File: src/rtl/spi_arbiter.sv
// spi_arbiter: two-requester byte arbiter in front of an SPI byte engine.
// Define SPI_ARB_FIXED_PRIO_EN for fixed priority (requester 0 always wins).
module spi_arbiter (
  input  logic       FastClk,
  input  logic       Reset,
  input  logic [1:0] Req,
  input  logic [7:0] TxData0,
  input  logic [7:0] TxData1,
  input  logic [1:0] Last,
  output logic [1:0] Ack,
  output logic [7:0] RxData,
  output logic       Owner,
  output logic       Locked,
  output logic       SpiStart,
  output logic [7:0] SpiDataOut,
  output logic       SpiKeepCS,
  input  logic       SpiBusy,
  input  logic [7:0] SpiDataIn
);

  typedef enum logic [2:0] {
    IDLE,
    ISSUE,
    WAIT_BUSY,
    WAIT_DONE,
    LOCKED
  } state_t;

  state_t     state_q, state_d;
  logic       owner_q, owner_d;
  logic       locked_q, locked_d;
  logic       start_q, start_d;
  logic       keep_q, keep_d;
  logic [7:0] dout_q, dout_d;
  logic [7:0] rx_q, rx_d;
  logic [1:0] ack_q, ack_d;
  logic       grant;

  // Winner of an IDLE arbitration round
`ifdef SPI_ARB_FIXED_PRIO_EN
  assign grant = ~Req[0];
`else
  assign grant = (&Req) ? ~owner_q : ~Req[0];
`endif

  // Next-state and registered-output logic
  always_comb begin
    state_d  = state_q;
    owner_d  = owner_q;
    locked_d = locked_q;
    start_d  = 1'b0;
    keep_d   = keep_q;
    dout_d   = dout_q;
    rx_d     = rx_q;
    ack_d    = 2'b00;
    unique case (state_q)
      IDLE: begin
        if (!SpiBusy && (|Req)) begin
          owner_d = grant;
          state_d = ISSUE;
        end
      end
      ISSUE: begin
        start_d = 1'b1;
        dout_d  = owner_q ? TxData1 : TxData0;
        keep_d  = ~Last[owner_q];
        state_d = WAIT_BUSY;
      end
      WAIT_BUSY: begin
        if (SpiBusy) state_d = WAIT_DONE;
      end
      WAIT_DONE: begin
        if (!SpiBusy) begin
          rx_d     = SpiDataIn;
          ack_d    = owner_q ? 2'b10 : 2'b01;
          // Held CS of the finished byte decides whether the burst goes on
          locked_d = keep_q;
          state_d  = keep_q ? LOCKED : IDLE;
        end
      end
      LOCKED: begin
        if (Req[owner_q] && !SpiBusy) state_d = ISSUE;
      end
      default: state_d = IDLE;
    endcase
  end

  // State and output registers with synchronous reset
  always_ff @(posedge FastClk) begin
    if (Reset) begin
      state_q  <= IDLE;
      owner_q  <= 1'b1;
      locked_q <= 1'b0;
      start_q  <= 1'b0;
      keep_q   <= 1'b0;
      dout_q   <= 8'h00;
      rx_q     <= 8'h00;
      ack_q    <= 2'b00;
    end else begin
      state_q  <= state_d;
      owner_q  <= owner_d;
      locked_q <= locked_d;
      start_q  <= start_d;
      keep_q   <= keep_d;
      dout_q   <= dout_d;
      rx_q     <= rx_d;
      ack_q    <= ack_d;
    end
  end

  assign Ack        = ack_q;
  assign RxData     = rx_q;
  assign Owner      = owner_q;
  assign Locked     = locked_q;
  assign SpiStart   = start_q;
  assign SpiDataOut = dout_q;
  assign SpiKeepCS  = keep_q;

endmodule
File: config.mk
export PLATFORM = sky130hd
export DESIGN_NAME = spi_arbiter
export DESIGN_NICKNAME = d
export VERILOG_FILES = /design/src/rtl/spi_arbiter.sv
export SDC_FILE = /design/constraint.sdc
export NUM_CORES = 1
export LEC_CHECK = 0
export ABC_AREA = 1
export BUFFER_PORTS_ARGS = -buffer_cell sky130_fd_sc_hd__buf_2
export CAP_MARGIN = 0
export CORE_UTILIZATION = 40
export DETAILED_ROUTE_END_ITERATION = 10
export HOLD_SLACK_MARGIN = 0.05
export PLACE_DENSITY = 0.68
export SLEW_MARGIN = 20
export SYNTH_ARGS = -nofsm -noshare
export SYNTH_HDL_FRONTEND = slang
export SYNTH_SLANG_ARGS = --single-unit
File: constraint.sdc
create_clock -name FastClk -period 1.48 [get_ports FastClk]
set_input_delay 0.222 -clock FastClk [delete_from_list [all_inputs] [get_ports FastClk]]
set_output_delay 0.222 -clock FastClk [all_outputs]
set_load 0.005 [all_outputs]
# --- Yosys cells after proc, flatten, opt, wreduce, memory -nomap -nowiden ---
# Cells that the tools add are included.
word_totals:
  inputBits: 31
  reg_bits: 25
  output_inout_bits: 22
  n_memories: 0
  mem_bits_ro: 0
  ram_bits: 0
  word_cells: 46
  latchBits: 0
classes:
  n_eq_ne: 8
  muxes: 14
  n_addsub: 0
  bitwise_logic: 5
  n_lt_le_gt_ge: 1
  n_shift: 0
  reduce_logical: 10
  div: 0
  n_mul: 0
ops:
  columns: ["operator", "count"]
  rows:
  - ["3-bit 2-to-1 mux", 5]
  - ["3-bit case mux with 5 select lines", 1]
  - ["8-bit 2-to-1 mux", 1]
  - ["2-bit != test, second input constant", 4]
  - ["3-bit by 2-bit == test with 1-bit output, second input constant", 2]
  - ["1-bit 2-to-1 mux", 6]
  - ["2-bit AND reduction", 3]
  - ["1-bit NOT", 5]
  - ["4-bit AND reduction", 1]
  - ["3-bit by 1-bit == test with 1-bit output, second input constant", 1]
  - ["3-bit == test, second input constant", 1]
  - ["3-bit logical NOT", 1]
  - ["3-bit OR reduction", 1]
  - ["1-bit logical AND", 2]
  - ["1-bit by 2-bit less-than comparator with 1-bit output, second input constant", 1]
  - ["2-bit 2-to-1 mux", 1]
  - ["2-bit OR reduction", 1]
  - ["1-bit logical NOT", 1]

# --- Depth between registers and ports, before layout ---
# Gate-level depths: netlist of run 1.
logic_depth:
  depth_word: 5
  depth_mapped: 8
  ltp_nobuf: 8

# --- Least setup slack after synthesis of run 1 ---
# Ideal clock, no wire load.
synth_timing:
  path_kind: "flip-flop to flip-flop"
  start: "reg state_q[2]"
  end: "reg rx_q[0] (netlist: RxData[0])"
  t_arrival_ns: 1.021
  setup_slack_ns: 0.343
  stages_incl_launch_ff: 8
  path_buffers: 1
  setup_time_ns: 0.116
  required_ns: 1.364
  period_less_slack_ns: 1.137
  path_cell_list: "dfxtp_1 inv_1 nand3_2 nor2_4 inv_2 buf_6 nor2_1 nor2_1"
synth_between:
  elab_chain_len: 2
synth_rtl:
  columns: ["item", "line", "text"]
  rows:
  - ["start: declaration", "29", "state_t state_q, state_d;"]
  - ["start signal: assignment", "100", "state_q <= state_d;"]
  - ["3-bit by 2-bit == test with 1-bit output", "56", "unique case (state_q)"]
  - ["2-bit AND reduction (no line)", null, null]
  - ["end signal: assignment", "106", "rx_q <= rx_d;"]
  - ["end: declaration", "35", "logic [7:0] rx_q, rx_d;"]
# Every way passes these cells.
# A chain may end at the register's enable or synchronous reset.

# --- Worst setup path after layout of run 1 ---
layout_timing:
  start: "reg owner_q (netlist: Owner)"
  end: "out Owner"
layout_lines:
  columns: ["item", "line", "text"]
  rows:
  - ["start: declaration", "30", "logic owner_q, owner_d;"]
  - ["start signal: assignment", "101", "owner_q <= owner_d;"]
  - ["end: declaration", "12", "output logic Owner,"]
# No word-level cell between the ends.

==> results of run 1 <==
[registers in the layout, summed over array words and instances, names as in the netlist]
register,flops
SpiStart,1
Owner,1
SpiKeepCS,1
state_q,3
SpiDataOut,8
RxData,8
Ack,2
Locked,1
[per-layer routing]
layer | wire length [um] | up-vias | share of wire, % | GRT usage [%]
li1 | - | 587 | - | -
met1 | 1160 | 469 | 46 | 22.7
met2 | 1190 | 46 | 47 | 32.5
met3 | 164 | 2 | 6.5 | 2.78
met4 | 22 | 0 | 0.87 | 6.84
met5 | 0 | - | 0 | 0
[kinds of logic after synthesis]
kind of cell / Yosys count / share of synthesized area [%]
flip-flops: 25 / 45.9
buffers and inverters: 18 / 7.68
AO/OA/AOI/OAI: 33 / 18.2
AND/OR/NAND/NOR: 68 / 28.2
[critical path, delay by kind of cell (launching register included)]
kind / cells / cell delay (ps)
buffers and inverters: 2 / 320
flip-flops: 1 / 450
[layout make-up]
| cell class | instances | area share [%] |
|---|---|---|
| well taps | 30 | 2.67 |
| flip-flops and latches | 25 | 35.6 |
| clock buffers | 4 | 1.87 |
| multi-input cells | 101 | 36.0 |
| repair buffers | 56 | 20.6 |
| inverters | 12 | 3.20 |
[power groups by stage]
stage	clock network [W]	registers, W	logic [W]
2_1_floorplan	0	0.000908	0.000390
3_3_place_gp	0	0.000904	0.000607
3_5_place_dp	0	0.000910	0.000621
4_1_cts	0.000314	0.000897	0.000625
5_1_grt	0.000333	0.000915	0.000702
6_report	0.000299	0.000898	0.000619
[synth_stat cells (3+ instances only)]
library cell  instances
nor2_1               27
inv_1                10
nand3_1               3
a21oi_1               3
a31oi_1               7
nand2_1              29
clkbuf_1              3
nand4_1               4
dfxtp_1              25
o21ai_0              17
[how the worst min path moves through the flow]
stage,startpoint,endpoint,slack (ps),cells past startpoint
floorplan,SpiDataIn[0],RxData[0]$_SDFFE_PP0P_,360,2
global placement,SpiDataIn[4],RxData[4]$_SDFFE_PP0P_,440,3
detailed placement,SpiDataIn[2],RxData[2]$_SDFFE_PP0P_,460,3
CTS,SpiDataIn[2],RxData[2]$_SDFFE_PP0P_,120,3
global route,SpiDataIn[3],RxData[3]$_SDFFE_PP0P_,110,3
finish,SpiDataIn[5],RxData[5]$_SDFFE_PP0P_,130,3
[stage by stage]
stage	std cells	hold WS, ps	util [%]	power, W	area [um2]
final	228	126	55.8	0.00182	1410
after global routing	228	112	55.8	0.00195	1410
after detailed placement	224	457	54.7	0.00153	1380
after global placement	224	442	54.7	0.00151	1380
after floorplan	144	357	-	0.00130	1090
after CTS	228	118	55.8	0.00184	1410
==> results.md, run 1 <==
- Share of cells above drive strength 1: approximately 35%
- Worst path slowest cell: dfxtp_1
- Total CTS buffers: 3
- Ys Warns: 0
- Row Count: 18
- Cts hold-fix bufs: 0
- Post CTS Setup Buffer Count: 0
- GP Congestion: ~0.86
- Static leakage: a little over 0.7 nW
- Fmax: about 0.77 GHz
- Die Ht: between 50 and 60 um
- Final slew viol count: 0
- Final worst path period need: 1300 ps
- Cell taking the most area after synthesis: dfxtp_1
- Clock share of power: about 17%
- Synth cell types: 22
- Worst-path fanout max: 10
- RSZ-0062 raised after global routing: no
- Root Driver: clkbuf_4
- Total negative slack: 0 ps
- 1st-iter DRT viols: 16
- Largest net degree at the start of global routing: 19
- Worst R2R End: RxData[6]$_SDFFE_PP0P_
- Avg Inst Size Synth: 7.58 um2
- Starting Density: roughly 43%
- HP Class: primary input to flip-flop
- Vias: 1104
- Max transition margin: between 70% and 80%
- Total GRT Usage: between 10% and 20%
- Synth-to-Final Area Change: 28.9%
- Core Box Area: around 2500 um2
- Outcome: complete, no violations
- Nets: 230
- Sw power: roughly 0.00065 W
- Flop-to-flop setup slack: about 210 ps
- Setup crit end: Owner
- Routed len/inst: 11.1 um
- H-tree depth: 1
- Commonest non-fill, non-tap cells in the layout: buf_2 (52), nand2_1 (29), nor2_1 (27)
- Syn Nets: about 180
- Max Cap Violations: 0
- Register area share after synthesis: a little under half
- Fin crit share: 88.1%
- Final WS setup: about 180 ps
- Worst Path Arrival: 1080 ps
- First-pass GRT wire length: around 3900 um
- Vias in the first global route: between 900 and 1000
- Final Hold Viols: 0
- R2R Path Start: state_q[2]$_SDFFE_PP0P_
- Yosys top cell area share: between 40% and 50%
- Commonest non-fill, non-tap cell in the layout: buf_2
- Pre-CTS setup slack: between 200 and 250 ps
- Die area: just under 3000 um2
- Vias per inst: roughly 4.8
- Crit-path max cell delay: approximately 450 ps
- Drt pass-1 iters: 4
- WS Path Type: flip-flop to output pin
- Most used DFF post-synth: dfxtp_1
- Initial antenna violation count: 0
- Post-DP HPWL: around 2000 um
- Gate power share: around a third
- PortBufs: between 50 and 60
- Horiz. Die Dim: between 50 and 60 um
- Final setup vio count: 0
- Post-DRT Antenna Nets: 0
- Number of remaining DRC errors: 0
- Mapped Area: roughly 1100 um2
- Top cells by area, synth: dfxtp_1 (46%), nand2_1 (10%), nor2_1 (9.3%), o21ai_0 (7.8%), a31oi_1 (4.0%)
- Ports: 53
- Worst-Margin Slew: 309 ps
- Clock Skews: ~3.5 ps
- Longest Clk Path Bufs: 2
- Global route total overflow: 0
- Total Wirelength: 2540 um
- CTS clk-pin slew, worst paths: around 130 ps
- Worst setup SP type: flip-flop
- R2R cell count: 6
- Register area: 500 um2
- Cell breakdown of the critical path: buf_4 > buf_2
- Ys async rst share: 0%
- N_diodes: 0
- CP required: between 1000 and 1500 ps
- Fill cell count: between 200 and 300
- PwrDens: 1290 nW/um2
- Number of gates resized after CTS: 0
- Yosys reg bits: 25
- Worst Setup SP: Owner$_SDFFE_PP1P_
- Worst vdd ir: ~690 uV
- Number of synthesized flops with an enable pin: 0
- Internal Dissipation: between 0.001 and 0.0015 W
- Switching Share: 35.5%
- Part of the power in registers: 49.4%
- Clk_lat worst skew: ~310 ps
- Syn Inst Count: 144
- Crit. End Element: output pin
- Clock sink count: 25
- Footprint of the multi-input gates: approximately 510 um2
- CTS tree: done
(Power assumes the default switching activity.)
==> inputs of run 2 (changes only) <==
Settings changed: CORE_ASPECT_RATIO from default to 0.9.
==> run 2 against run 1 <==
The run now ends with DRC left. Combinational power is essentially flat. Cell count shrank 1.3%. Non-clock buffer count shrank 1. Critical path type unchanged. Highest routed layer unchanged.
==> results.md, run 2 (same netlist as run 1, synthesis figures left out) <==
- Total GRT Usage: between 15 and 20%
- Number of gates resized after CTS: 0
- N_diodes: 0
- Worst path slowest cell: dfxtp_1
- Worst R2R End: RxData[5]$_SDFFE_PP0P_
- Worst Path Arrival: ~1100 ps
- Die Ht: between 50 and 60 um
- Vias in the first global route: 950
- Max transition margin: approximately two thirds
- CTS clk-pin slew, worst paths: approximately 150 ps
- Footprint of the multi-input gates: between 500 and 600 um2
- Gate power share: 33.8%
- Starting Density: 43.5%
- Post CTS Setup Buffer Count: 0
- Final worst path period need: 1310 ps
- Total negative slack: 0 ps
- Busiest grt layer: met2
- Total power: 0.00183 W
- Fin util: between 50% and 60%
- RSZ-0062 raised after global routing: no
- Horiz. Die Dim: ~57 um
- Die area: 2940 um2
- R2R Path Start: state_q[2]$_SDFFE_PP0P_
- Static leakage: slightly above 0.7 nW
- Initial antenna violation count: 0
- Global route total overflow: 0
- Outcome: finished with violations
- Sw power: 0.000661 W
- 1st-iter DRT viols: 50
- Commonest non-fill, non-tap cells in the layout: buf_2 (52), nand2_1 (29), nor2_1 (27)
- Worst setup SP type: flip-flop
- Crit. End Element: output pin
- Clock share of power: between 15 and 20%
- DP Cell Count: around 220
- R2R cell count: 6
- Row Count: 17
- Total CTS buffers: 3
- Worst Setup SP: Owner$_SDFFE_PP1P_
- Share of cells above drive strength 1: a little over a third
- Clk_lat worst skew: about 330 ps
- Ports: 53
- Commonest non-fill, non-tap cell in the layout: buf_2
- Drt pass-1 iters: 7
- WS Path Type: flip-flop to output pin
- CTS tree: done
- Met2 Usage GRT: approximately a quarter
- Synth-to-Final Area Change: 28.3%
- H-tree depth: 1
- Crit-path max cell delay: around 440 ps
- Worst-Margin Slew: just under 500 ps
- Final setup vio count: 0
- Fin crit share: about nine tenths
- Met3 Track Usage GR: around 3.2%
- Failing checks: DRC
- Setup crit end: Owner
- CP required: approximately 1300 ps
- Cts hold-fix bufs: 0
- PwrDens: about 1300 nW/um2
- Total Wirelength: around 2500 um
- Hold_ws: 105 ps
- Post-DP HPWL: roughly 1900 um
- PortBufs: 52
- Flop-to-flop setup slack: approximately 200 ps
- Routed len/inst: 11.3 um
- Number of remaining DRC errors: 2
- Internal Dissipation: between 0.001 and 0.0015 W
- Worst-path fanout max: 10
- Final Hold Viols: 0
- Register area: 500 um2
- Cell breakdown of the critical path: buf_4 > buf_2
- Part of the power in registers: roughly 49%
- Longest Clk Path Bufs: 2
- Clock Skews: 16.8 ps
- HP Class: primary input to flip-flop
- Vias per inst: approximately 5.0
- Core Box Area: about 2500 um2
- Switching Share: a little over a third
- Root Driver: clkbuf_4
- Worst vdd ir: about 530 uV
- Largest net degree at the start of global routing: 19
- Final slew viol count: 0
- Nets: ~230
- Clock sink count: 25
- Fmax: between 0.7 and 0.8 GHz
- Met1 GRT Util: roughly a quarter
- GP Congestion: approximately 0.85
- Vias: around 1100
- Fill cell count: around 260
- Max Cap Violations: 0
- First-pass GRT wire length: 4110 um
- Final cell count without fillers: roughly 230
- Post-DRT Antenna Nets: 0
==> run 2: cell count changes in the layout (fill, tap and decap cells not counted), sizes merged <==
cell | previous run | this run
clkbuf | 4 | 3
buf | 56 | 55
clkinvlp | 0 | 1
==> run 2: through the flow <==
stage / worst slack, ps / instance area (um2)
floorplan: 343 / 1090
CTS: 160 / 1400
global placement: 294 / 1370
global route: 57.7 / 1400
finish: 169 / 1400
detailed placement: 208 / 1370
==> run 2: metal layers <==
metal  part of all wire [%]  vias to the layer above
li1                       -                      584
met1                     49                      502
met2                     46                       35
met3                    4.8                        4
met4                   0.90                        0
met5                      0                        -
==> run 2: worst min-delay path by stage <==
| stage | from | to | slack (ps) | depth (start not counted) |
|---|---|---|---|---|
| after floorplan | SpiDataIn[0] | RxData[0]$_SDFFE_PP0P_ | 360 | 2 |
| after global placement | SpiDataIn[0] | RxData[0]$_SDFFE_PP0P_ | 440 | 3 |
| after detailed placement | SpiDataIn[2] | RxData[2]$_SDFFE_PP0P_ | 450 | 3 |
| after CTS | SpiDataIn[2] | RxData[2]$_SDFFE_PP0P_ | 100 | 3 |
| after global routing | SpiDataIn[0] | RxData[0]$_SDFFE_PP0P_ | 100 | 3 |
| final | SpiDataIn[2] | RxData[2]$_SDFFE_PP0P_ | 110 | 3 |
==> run 2: power groups by stage <==
stage | sequential (W) | combinational, W | clock [W]
after CTS | 0.000893 | 0.000622 | 0.000322
after global routing | 0.000909 | 0.000706 | 0.000347
after global placement | 0.000902 | 0.000607 | 0
after detailed placement | 0.000907 | 0.000618 | 0
after floorplan | 0.000908 | 0.000390 | 0
final | 0.000894 | 0.000618 | 0.000314
==> run 2: critical path: cells and delay by family, from the launching register on <==
kind	cells	cell delay [ps]
DFF	1	440
buffers and inverters	2	340
==> run 2: final cells by class <==
type	count	area share [%]
tap	28	2.50
multi-input combinational	101	36.2
sequential	25	35.7
timing repair buffer	55	20.2
clock inverter	1	0.536
inverter	12	3.22
clock buffer	3	1.61
